==> src/rtl/dist_fifo_if.sv <==
// Producer/consumer handshake plus distributed-RAM port bundle for dist_fifo_ctrl.
// The almost_full flag exists only when DIST_FIFO_AF_EN is defined.
interface dist_fifo_if #(
    parameter int DATA_BITWIDTH = 8,
    parameter int ADDR_BITWIDTH = 4
);
    logic                     s_valid;
    logic                     s_ready;
    logic [DATA_BITWIDTH-1:0] s_data;
    logic                     m_valid;
    logic                     m_ready;
    logic [DATA_BITWIDTH-1:0] m_data;
    logic                     ram_we;
    logic [ADDR_BITWIDTH-1:0] ram_a;
    logic [DATA_BITWIDTH-1:0] ram_di;
    logic [ADDR_BITWIDTH-1:0] ram_dpra;
    logic [DATA_BITWIDTH-1:0] ram_dpo;
    logic [ADDR_BITWIDTH:0]   count;
    logic                     full;
    logic                     empty;
`ifdef DIST_FIFO_AF_EN
    logic                     almost_full;
`endif

    // Controller side
    modport slave (
        input  s_valid, s_data, m_ready, ram_dpo,
        output s_ready, m_valid, m_data, ram_we, ram_a, ram_di, ram_dpra,
               count, full, empty
`ifdef DIST_FIFO_AF_EN
        , output almost_full
`endif
    );

    // Producer/consumer/RAM side
    modport master (
        output s_valid, s_data, m_ready, ram_dpo,
        input  s_ready, m_valid, m_data, ram_we, ram_a, ram_di, ram_dpra,
               count, full, empty
`ifdef DIST_FIFO_AF_EN
        , input almost_full
`endif
    );
endinterface

==> src/rtl/dist_fifo_ctrl.sv <==
// First-word-fall-through FIFO controller sequencing an external dual-port distributed RAM.
// Optional registered almost_full flag enabled by defining DIST_FIFO_AF_EN.
module dist_fifo_ctrl #(
    parameter int DATA_BITWIDTH = 8,
    parameter int ADDR_BITWIDTH = 4
`ifdef DIST_FIFO_AF_EN
    ,
    parameter int AF_THRESH = (1 << ADDR_BITWIDTH) - 2
`endif
) (
    input logic        clk,
    input logic        rst,
    input logic        clr,
    dist_fifo_if.slave bus
);
    localparam int                     DEPTH   = 1 << ADDR_BITWIDTH;
    localparam logic [ADDR_BITWIDTH:0] DEPTH_C = DEPTH[ADDR_BITWIDTH:0];
`ifdef DIST_FIFO_AF_EN
    localparam logic [ADDR_BITWIDTH:0] AF_LVL_C = AF_THRESH[ADDR_BITWIDTH:0];
`endif

    logic [ADDR_BITWIDTH-1:0] wr_ptr_r;
    logic [ADDR_BITWIDTH-1:0] rd_ptr_r;
    logic [ADDR_BITWIDTH:0]   count_r;
    logic                     full_r;
    logic                     empty_r;
    logic [ADDR_BITWIDTH-1:0] wr_ptr_nxt_s;
    logic [ADDR_BITWIDTH-1:0] rd_ptr_nxt_s;
    logic [ADDR_BITWIDTH:0]   count_nxt_s;
    logic                     s_ready_s;
    logic                     m_valid_s;
    logic                     push_s;
    logic                     pop_s;
    logic [DATA_BITWIDTH-1:0] wr_data_s;
    logic [DATA_BITWIDTH-1:0] head_data_s;
`ifdef DIST_FIFO_AF_EN
    logic                     almost_full_r;
`endif

    // Handshake gating: rst/clr block both sides so clr always wins over a push/pop
    assign s_ready_s   = !full_r && !rst && !clr;
    assign m_valid_s   = !empty_r && !rst && !clr;
    assign push_s      = bus.s_valid && s_ready_s;
    assign pop_s       = m_valid_s && bus.m_ready;
    assign wr_data_s   = bus.s_data;
    assign head_data_s = bus.ram_dpo;

    assign bus.s_ready  = s_ready_s;
    assign bus.m_valid  = m_valid_s;
    assign bus.m_data   = head_data_s;
    assign bus.ram_we   = push_s;
    assign bus.ram_a    = wr_ptr_r;
    assign bus.ram_di   = wr_data_s;
    assign bus.ram_dpra = rd_ptr_r;
    assign bus.count    = count_r;
    assign bus.full     = full_r;
    assign bus.empty    = empty_r;
`ifdef DIST_FIFO_AF_EN
    assign bus.almost_full = almost_full_r;
`endif

    // Next-state pointers and occupancy
    always_comb begin
        wr_ptr_nxt_s = wr_ptr_r;
        rd_ptr_nxt_s = rd_ptr_r;
        count_nxt_s  = count_r;
        if (push_s) begin
            wr_ptr_nxt_s = wr_ptr_r + ADDR_BITWIDTH'(1);
        end else begin
            wr_ptr_nxt_s = wr_ptr_r;
        end
        if (pop_s) begin
            rd_ptr_nxt_s = rd_ptr_r + ADDR_BITWIDTH'(1);
        end else begin
            rd_ptr_nxt_s = rd_ptr_r;
        end
        case ({push_s, pop_s})
            2'b10:   count_nxt_s = count_r + (ADDR_BITWIDTH+1)'(1);
            2'b01:   count_nxt_s = count_r - (ADDR_BITWIDTH+1)'(1);
            default: count_nxt_s = count_r;
        endcase
    end

    // State and flag registers; flags decode the next count so they align with count_r
    always_ff @(posedge clk) begin
        if (rst || clr) begin
            wr_ptr_r <= '0;
            rd_ptr_r <= '0;
            count_r  <= '0;
            full_r   <= 1'b0;
            empty_r  <= 1'b1;
        end else begin
            wr_ptr_r <= wr_ptr_nxt_s;
            rd_ptr_r <= rd_ptr_nxt_s;
            count_r  <= count_nxt_s;
            full_r   <= (count_nxt_s == DEPTH_C);
            empty_r  <= (count_nxt_s == '0);
        end
    end

`ifdef DIST_FIFO_AF_EN
    // Almost-full flag evaluated on the next-state count
    always_ff @(posedge clk) begin
        if (rst || clr) begin
            almost_full_r <= 1'b0;
        end else begin
            almost_full_r <= (count_nxt_s >= AF_LVL_C);
        end
    end
`endif
endmodule

==> src/flat_wrapper.sv <==
// flat-port wrapper written by rule: the top's interface ports become plain ports
module dist_fifo_ctrl_flat 
#(
    parameter int DATA_BITWIDTH = 8,
    parameter int ADDR_BITWIDTH = 4

)
  (clk, rst, clr, bus_s_valid, bus_s_data, bus_m_ready, bus_ram_dpo, bus_s_ready, bus_m_valid, bus_m_data, bus_ram_we, bus_ram_a, bus_ram_di, bus_ram_dpra, bus_count, bus_full, bus_empty);
  dist_fifo_if #(.DATA_BITWIDTH(DATA_BITWIDTH), .ADDR_BITWIDTH(ADDR_BITWIDTH)) bus_i ();
  input logic clk;
  input logic rst;
  input logic clr;
  input wire logic [$bits(bus_i.s_valid)-1:0] bus_s_valid;
  input wire logic [$bits(bus_i.s_data)-1:0] bus_s_data;
  input wire logic [$bits(bus_i.m_ready)-1:0] bus_m_ready;
  input wire logic [$bits(bus_i.ram_dpo)-1:0] bus_ram_dpo;
  output wire logic [$bits(bus_i.s_ready)-1:0] bus_s_ready;
  output wire logic [$bits(bus_i.m_valid)-1:0] bus_m_valid;
  output wire logic [$bits(bus_i.m_data)-1:0] bus_m_data;
  output wire logic [$bits(bus_i.ram_we)-1:0] bus_ram_we;
  output wire logic [$bits(bus_i.ram_a)-1:0] bus_ram_a;
  output wire logic [$bits(bus_i.ram_di)-1:0] bus_ram_di;
  output wire logic [$bits(bus_i.ram_dpra)-1:0] bus_ram_dpra;
  output wire logic [$bits(bus_i.count)-1:0] bus_count;
  output wire logic [$bits(bus_i.full)-1:0] bus_full;
  output wire logic [$bits(bus_i.empty)-1:0] bus_empty;
  assign bus_i.s_valid = bus_s_valid;
  assign bus_i.s_data = bus_s_data;
  assign bus_i.m_ready = bus_m_ready;
  assign bus_i.ram_dpo = bus_ram_dpo;
  assign bus_s_ready = bus_i.s_ready;
  assign bus_m_valid = bus_i.m_valid;
  assign bus_m_data = bus_i.m_data;
  assign bus_ram_we = bus_i.ram_we;
  assign bus_ram_a = bus_i.ram_a;
  assign bus_ram_di = bus_i.ram_di;
  assign bus_ram_dpra = bus_i.ram_dpra;
  assign bus_count = bus_i.count;
  assign bus_full = bus_i.full;
  assign bus_empty = bus_i.empty;
  dist_fifo_ctrl #(.DATA_BITWIDTH(DATA_BITWIDTH), .ADDR_BITWIDTH(ADDR_BITWIDTH)) u_core (.clk(clk), .rst(rst), .clr(clr), .bus(bus_i));
endmodule
==> config.mk <==
export PLATFORM = sky130hd
export DESIGN_NAME = dist_fifo_ctrl_flat
export DESIGN_NICKNAME = d
export VERILOG_FILES = /design/src/rtl/dist_fifo_if.sv /design/src/rtl/dist_fifo_ctrl.sv /design/src/flat_wrapper.sv
export SDC_FILE = /design/constraint.sdc
export NUM_CORES = 1
export LEC_CHECK = 0
export BUFFER_PORTS_ARGS = -buffer_cell sky130_fd_sc_hd__buf_2
export CORE_ASPECT_RATIO = 1.25
export CORE_MARGIN = 5
export CORE_UTILIZATION = 30
export DETAILED_ROUTE_END_ITERATION = 8
export GPL_TIMING_DRIVEN = 0
export PLACE_DENSITY_LB_ADDON = 0.15
export SLEW_MARGIN = 10
export SYNTH_ARGS = -nofsm -noshare
export SYNTH_HDL_FRONTEND = slang
export SYNTH_SLANG_ARGS = --single-unit
==> constraint.sdc <==
create_clock -name clk -period 2.5 [get_ports clk]
set_clock_uncertainty 0.1 [all_clocks]
set_input_delay 0.5 -clock clk [delete_from_list [all_inputs] [get_ports clk]]
set_output_delay 0.5 -clock clk [all_outputs]
set_load 0.01 [all_outputs]
==> results of run 1 <==
layout make-up:
| type | count | share of cell area |
|---|---|---|
| buffer | 18 | 0.105 |
| timing repair buffer | 41 | 0.174 |
| clock buffer | 4 | 0.0215 |
| multi-input combinational | 65 | 0.412 |
| tap | 36 | 0.0368 |
| sequential | 15 | 0.247 |
| inverter | 1 | 0.00307 |
per-stage QoR:
step	total power, mW	util	cells	hold slack (ns)	area (um2)
2_1_floorplan	0.293	-	99	0.407	922
3_3_place_gp	0.319	0.393	173	0.380	1160
3_5_place_dp	0.320	0.393	173	0.393	1160
4_1_cts	0.472	0.410	179	0.408	1210
5_1_grt	0.488	0.415	180	0.438	1220
6_report	0.464	0.415	180	0.404	1220
final timing paths:
check / depth (start not counted) / slack (ns) / to / start
worst min-delay path: 2 / 0.40 / u_core.bus.ram_a[1]$_SDFFE_PP0P_ / u_core.bus.ram_a[1]$_SDFFE_PP0P_
worst max register to register: 8 / 0.11 / u_core.bus.full$_SDFF_PP0_ / u_core.bus.full$_SDFF_PP0_
worst min register to register: 2 / 0.40 / u_core.bus.ram_a[1]$_SDFFE_PP0P_ / u_core.bus.ram_a[1]$_SDFFE_PP0P_
worst max-delay path: 8 / 0.11 / u_core.bus.full$_SDFF_PP0_ / u_core.bus.full$_SDFF_PP0_
flip-flops by register name, summed over array words and instances, names as in the netlist:
signal	count
u_core.bus.empty	1
u_core.bus.ram_dpra	4
u_core.bus.count	5
u_core.bus.full	1
u_core.bus.ram_a	4
placed cells by master (no fill, tap or decap), drive strengths merged:
cell,n
xor2,6
nand4b,1
nand4,3
inv,1
xnor2,2
or3b,1
a211o,2
or4b,1
ha,6
mux2i,3
fa,1
buf,58
nand3,2
clkbuf,5
a21oi,5
dfxtp,15
o21ai,3
a211oi,1
nor4b,3
o31ai,1
nand2,7
nor3b,3
or2,1
nor2,12
and3,1
power breakdown:
group	switching (mW)	total, mW	internal (mW)
sequential	0.00204	0.242	0.240
clock	0.0863	0.148	0.0619
combinational	0.0335	0.0734	0.0398
total	0.122	0.464	0.342
logic make-up (layout without fill, tap and decap cells):
family                   count (synthesis)  after routing  share of synthesized area
multiplexers                             3              3                     0.0327
buffers and inverters                   19             64                      0.144
adder cells (fa/ha/maj)                  7              7                      0.103
AO/OA/AOI/OAI                           12             12                     0.0789
XOR/XNOR                                 8              8                     0.0762
AND/OR/NAND/NOR                         35             35                      0.238
flip-flops                              15             15                      0.327
metal layers:
| layer | vias to the layer above | share of wire | track usage |
|---|---|---|---|
| li1 | 419 | - | - |
| met1 | 365 | 0.38 | 0.116 |
| met2 | 21 | 0.56 | 0.177 |
| met3 | 0 | 0.056 | 0.0249 |
| met4 | 0 | 0 | 0.0222 |
| met5 | - | 0 | 0 |
worst max-delay path, stage by stage, from the launching register on:
cell and delay, ns:
sky130_fd_sc_hd__dfxtp_2 0.35, sky130_fd_sc_hd__nor4b_4 0.31, sky130_fd_sc_hd__inv_2 0.08, sky130_fd_sc_hd__ha_4 0.19, sky130_fd_sc_hd__ha_1 0.34, sky130_fd_sc_hd__a21oi_1 0.24
sky130_fd_sc_hd__nand4b_1 0.20, sky130_fd_sc_hd__a211o_1 0.35, sky130_fd_sc_hd__a21oi_1 0.16
repair_timing:
| item | 4_1_cts | 5_1_grt |
|---|---|---|
| setup endpoints to repair | 2 | 2 |
| cloned | 0 | 0 |
| endpoints found under the hold margin | 0 | 0 |
| gates resized for setup | 1 | 4 |
| setup buffers | 2 | 1 |
| pin swaps | 2 | 1 |
==> flow_results.org, run 1 <==
** Drt
- Across all layers, the routed design uses 805 vias.
- Post-detailed-route via-to-cell ratio :: 4.47
- Post-detailed-route DRC marker count :: 0
- For this block, the initial DRC count from the detailed router was 15.
- Dividing the detail-routed wire length by the instance count gives 11.8 um.
- Wires add up to 2130 um.
- Number of detailed-routing iterations run before antenna repair :: 4
- In this run the remaining antenna-violating nets after routing total 0.

** Synthesis
- Of all cell types, the one taking the most synthesized area is sky130_fd_sc_hd__dfxtp_1.
- A synthesized cell averages 9.29 um2.
- The number of nets handed over by synthesis was 127.
- Count of flip-flops with a built-in enable after synthesis :: 0
- After synthesis, the most frequently instantiated cells are sky130_fd_sc_hd__buf_4 (16), sky130_fd_sc_hd__dfxtp_1 (15), sky130_fd_sc_hd__nor2_1 (12).
- Number of unique standard cell types used by synthesis :: 27
- Of the post-synthesis cell area, the dominant cell type holds 0.327.
- For this run, the register share of the synthesized area comes to 0.327.
- #FFs+latches synth :: 15
- Synthesis produced 99 cells.
- Largest cells by area after synthesis :: sky130_fd_sc_hd__dfxtp_1 (33%), sky130_fd_sc_hd__buf_4 (13%), sky130_fd_sc_hd__ha_1 (8.2%), sky130_fd_sc_hd__xor2_1 (5.7%), sky130_fd_sc_hd__nor4b_4 (5.2%)
- Most common cell in the netlist :: sky130_fd_sc_hd__buf_4
- The cell area that synthesis handed to floorplanning was 920 um2.
- Most common flop cell mapped by yosys :: sky130_fd_sc_hd__dfxtp_1
- The Yosys step of the flow raised 0 warnings.
- For this run, asynchronously set or reset flops after synthesis account for 0.

** Place
- Post-detailed-placement half-perimeter wirelength :: 1690 um
- Final weighted congestion in routability-driven placement :: 0.764
- Prior to clock tree synthesis, the placed netlist has a worst setup slack of -0.476 ns.
- Number of buffers added on ports :: 38

** Floorplan
- Core area :: 2950 um2
- Starting utilization of the core area :: 0.312
- The die is 59.5 um wide.
- The die covers 4280 um2.
- 55 I/O pins were placed.
- The die is 71.9 um tall.
- Num rows :: 22

** Setup path
- Path type of the worst setup path :: flip-flop to flip-flop
- The worst setup path is captured at a flip-flop.
- Critical-path maximum fanout :: 6
- STA classifies the critical path startpoint as a flip-flop.
- STA puts the critical path data arrival time at 2.50 ns.
- STA puts the critical path data required time at 2.61 ns.

** Finish
- The layout has 307 filler cells.
- Relative area change from synthesis to final layout :: 32.9%
- The sequential cells in the finished layout cover a total of 302 um2.
- Share of post-route cells with drive strength above 1 :: 0.472
- Number of nets at the end of the flow :: 173
- 0 antenna diodes ended up in the layout.
- In the final layout, the multi-input gates occupy 504 um2.

** Timing
- Of the available clock period, the critical path in the final layout requires 0.956.
- Timing would allow up to 419 MHz.
- For the pin with the worst max-slew slack, the measured transition is 0.472 ns.
- Total negative slack :: 0 ns
- The final hold violation count is 0.
- Final worst setup slack :: 0.111 ns
- The number of max-slew violations in the final report is 0.
- The clock period could shrink to 2.39 ns.
- Setup violations remaining at the end of the flow were counted as 0.
- Relative max-transition margin :: 0.685

** CTS
- Maximum buffer depth of the clock tree :: 2
- Clock root buffer :: sky130_fd_sc_hd__clkbuf_4
- Clock-pin slew was measured on the worst setup and hold paths at 0.10 ns.
- Number of hold-repair buffers added at the cts stage :: 0
- The later pin in the worst-skew pair is clocked with a latency of 0.28 ns.
- Counting every sink on the clock net gives 15.
- CTS built an H-tree with a depth of 1.
- TritonCTS built the clock tree.
- In this run, CTS created clock tree buffers numbering 3.

** Power and ir drop
- Summed over all cells, the static leakage comes to 0.625 nW.
- For this design the ratio of total power to cell area is 380 nW/um2.
- Maximum resistive drop on vdd :: 206 uV

** Global routing
- Across every metal layer, demand over resource in global routing totals 0.0989.
- Initial antenna violation count :: 0
- The number of global-route vias before repair was 749.
- Largest net degree at the start of global routing :: 11
- Wire length of the first global-routing pass :: 3370 um
- Global route overflow :: 0

** Run
- Count of maximum capacitance violations :: 0

** Worst hold path
- The min-delay analysis places its worst path in the category flip-flop to flip-flop.

** Run status
- Run status :: finished, final reports clean
Power figures use the tool's default switching activity.
==> run 2, diff against run 1 <==
CORE_UTILIZATION = 38   (was 30)
==> flow_results.org, run 2 (same netlist as run 1, synthesis figures left out) <==
** Timing
- Min cycle time layout :: 2.45 ns (was 2.39 ns)
- Final setup violation count :: 0 (unchanged)
- Final worst setup slack :: 0.0515 ns (was 0.111 ns)
- The accumulated negative setup slack is 0 ns (unchanged).
- The headroom to the max-slew limit is 0.715 (was 0.685).
- Share of the clock period used by the worst path after layout :: 0.979 (was 0.956)
- Maximum clock frequency :: 408 MHz (was 419 MHz)
- Max-slew violation total from the final report :: 0 (unchanged)
- Setup repair after global routing could not meet its margin everywhere.
- The slew at the pin closest to its max-slew limit was 0.428 ns (was 0.472 ns).
- Hold Violations, Final :: 0 (unchanged)

** Setup path
- The critical path class is input pin to flip-flop (was flip-flop to flip-flop).
- Maximum single-stage delay on the critical path :: 0.47 ns (was 0.35 ns)
- Category of the worst setup path capture point :: flip-flop (unchanged)
- Required time at the endpoint of the critical path :: 2.60 ns (was 2.61 ns)
- WP data arrival :: 2.55 ns (was 2.50 ns)
- Crit start category :: input pin (was flip-flop)
- CP Cell Sequence: buf_8 -> nor4b_4 -> inv_2 -> ha_4 -> fa_1 -> or3b_1 -> o21ai_2 -> nand3_2 -> o31ai_2 (was nor4b_4 -> inv_2 -> ha_4 -> ha_1 -> a21oi_1 -> nand4b_1 -> a211o_1 -> a21oi_1).
- Critical-path maximum fanout :: 4 (was 6)
- Worst-path cell with the longest stage delay :: sky130_fd_sc_hd__fa_1 (was sky130_fd_sc_hd__dfxtp_2)

** Floorplan
- The top-level I/O count is 55 (unchanged).
- The y dimension of the die was 65 um (was 71.9 um).
- The overall die width is 54 um (was 59.5 um).
- The placement row count was 20 (was 22).
- The core area is 2380 um2 (was 2950 um2).
- The overall die area came to 3510 um2 (was 4280 um2).
- The effective utilization at floorplan was 0.387 (was 0.312).

** Drt
- Final routed wirelength across all metal layers :: 2070 um (was 2130 um)
- The detailed-route via count is 831 (was 805).
- Post-detailed-route via-to-cell ratio :: 4.62 (was 4.47)
- The number of DRC violations after detailed-routing iteration 0 was 4 (was 15).
- Antenna Nets Post-Route :: 0 (unchanged)
- Post-detailed-route DRC marker count :: 0 (unchanged)
- Drt wl/cell :: 11.5 um (was 11.8 um)
- The first-pass iteration count of the detailed router is 4 (unchanged).

** Finish
- Leading cell type in the layout, fill and taps excluded :: sky130_fd_sc_hd__buf_2 (unchanged)
- Top library cells by usage in the layout, fill and taps aside: sky130_fd_sc_hd__buf_2 (37), sky130_fd_sc_hd__buf_4 (22), sky130_fd_sc_hd__dfxtp_1 (14) (was sky130_fd_sc_hd__buf_2 (39), sky130_fd_sc_hd__buf_4 (19), sky130_fd_sc_hd__dfxtp_1 (14)).
- The multi-input combinational cell area came to 520 um2 (was 504 um2).
- The final-stage net count came to 176 (was 173).
- The total inserted antenna cells is 0 (unchanged).
- Relative area change from synthesis to final layout :: 38.5% (was 32.9%)
- The fill cell instance count of the final layout was 229 (was 307).
- Sequential standard cell area :: 302 um2 (unchanged)
- Max reg flops :: 5 (unchanged)
- Utilization after layout :: 0.536 (was 0.415)
- The final standard cell area without fillers came to 1270 um2 (was 1220 um2).
- The share of cells above drive strength 1 came to 0.510 (was 0.472).

** CTS
- The number of sinks on the clock net is 15 (unchanged).
- Number of H-tree branching levels :: 1 (unchanged)
- Maximum buffer depth of the clock tree :: 2 (unchanged)
- Worst-Skew Late Latency :: 0.27 ns (was 0.28 ns)
- Clock root buffer :: sky130_fd_sc_hd__clkbuf_4 (unchanged)
- The clock-pin slew on the worst setup and hold paths was 0.09 ns (was 0.10 ns).
- The clock tree from TritonCTS is yes (unchanged).
- Cts bufs inserted :: 3 (unchanged)

** Power and ir drop
- The total power consumption of the routed design came to 458 uW (was 464 uW).
- The cell area power density is 360 nW/um2 (was 380 nW/um2).
- P_leak :: 0.654 nW (was 0.625 nW)
- The maximum resistive drop on vdd came to 186 uV (was 206 uV).

** Run
- The number of maximum-capacitance violations is 0 (unchanged).

** Global routing
- Initial antenna violation count :: 0 (unchanged)
- The maximum number of pins on one net before global-route repair came to 11 (unchanged).
- Global route overflow :: 0 (unchanged)
- The number of global-route vias before repair is 832 (was 749).
- Global-route usage over all layers :: 0.130 (was 0.0989)
- Wire length of the first global-routing pass :: 3490 um (was 3370 um)

** Place
- Post-detailed-placement half-perimeter wirelength :: 1700 um (was 1690 um)
- Number of buffers added on ports :: 38 (unchanged)
- The post-placement cell area is 1150 um2 (was 1160 um2).
- The post-placement worst setup slack came to -0.505 ns (was -0.476 ns).
- Final weighted congestion in routability-driven placement :: 0.750 (was 0.764)

** Worst hold path
- The path type of the worst min-delay path is input pin to flip-flop (was flip-flop to flip-flop).

** Run status
- Run status: finished, final reports clean (unchanged).
[run 2: cell count changes in the layout (fill, tap and decap cells not counted)]
| cell | delta |
|---|---|
| sky130_fd_sc_hd__buf_4 | +3 |
| sky130_fd_sc_hd__o21ai_1 | -1 |
| sky130_fd_sc_hd__a21oi_2 | +2 |
| sky130_fd_sc_hd__buf_6 | +1 |
| sky130_fd_sc_hd__o21ai_2 | +1 |
| sky130_fd_sc_hd__nand3_2 | +1 |
| sky130_fd_sc_hd__nand3_1 | -1 |
| sky130_fd_sc_hd__buf_2 | -2 |
| sky130_fd_sc_hd__a21oi_1 | -2 |
| sky130_fd_sc_hd__buf_8 | +1 |
[run 2: repair_timing]
| item | CTS | global route |
|---|---|---|
| buffers inserted | 2 | 4 |
| hold buffers | 0 | 0 |
| gates resized for setup | 2 | 14 |
| pin swaps | 2 | 5 |
| setup endpoints to repair | 2 | 3 |
| gates cloned | 0 | 0 |
[run 2: path summary, 6_finish.rpt]
path | depth (start not counted) | slack [ns] | from | endpoint
worst max register to register | 8 | 0.09 | u_core.bus.full$_SDFF_PP0_ | u_core.bus.empty$_SDFF_PP1_
worst max-delay path | 9 | 0.05 | rst | u_core.bus.empty$_SDFF_PP1_
worst min register to register | 2 | 0.41 | u_core.bus.ram_dpra[3]$_SDFFE_PP0P_ | u_core.bus.ram_dpra[3]$_SDFFE_PP0P_
worst min-delay path | 3 | 0.39 | rst | u_core.bus.empty$_SDFF_PP1_
[run 2: metrics by stage]
| step | hold WS, ns | instances |
|---|---|---|
| after floorplan | 0.407 | 99 |
| after global placement | 0.383 | 170 |
| after detailed placement | 0.392 | 170 |
| after global routing | 0.394 | 180 |
| final | 0.389 | 180 |
| after CTS | 0.417 | 176 |
[run 2: metal layers]
metal  GRT usage  vias up  share of wire
li1            -      423              -
met1       0.147      378           0.39
met2       0.236       28           0.53
met3      0.0276        2          0.077
met4      0.0374        0         0.0053
met5           0        -              0
[run 2: area by class of cell]
type / count / share of cell area
plain buffers: 18 / 0.101
repair buffers: 44 / 0.197
clock buffers: 4 / 0.0206
multi-input cells: 65 / 0.409
inverters: 1 / 0.00295
well taps: 33 / 0.0324
flip-flops and latches: 15 / 0.237
[run 2: worst max-delay path: cells and delay by family]
family / cells / cell delay (ns)
AO/OA/AOI/OAI: 2 / 0.40
adder cells (fa/ha/maj): 2 / 0.66
buffers and inverters: 2 / 0.19
AND/OR/NAND/NOR: 3 / 0.81
[run 2: report_power, final]
group | internal [mW] | switching [mW] | leakage (nW)
Sequential | 0.240 | 0.00210 | 0.121
Combinational | 0.0448 | 0.0349 | 0.517
Clock | 0.0617 | 0.0745 | 0.0150
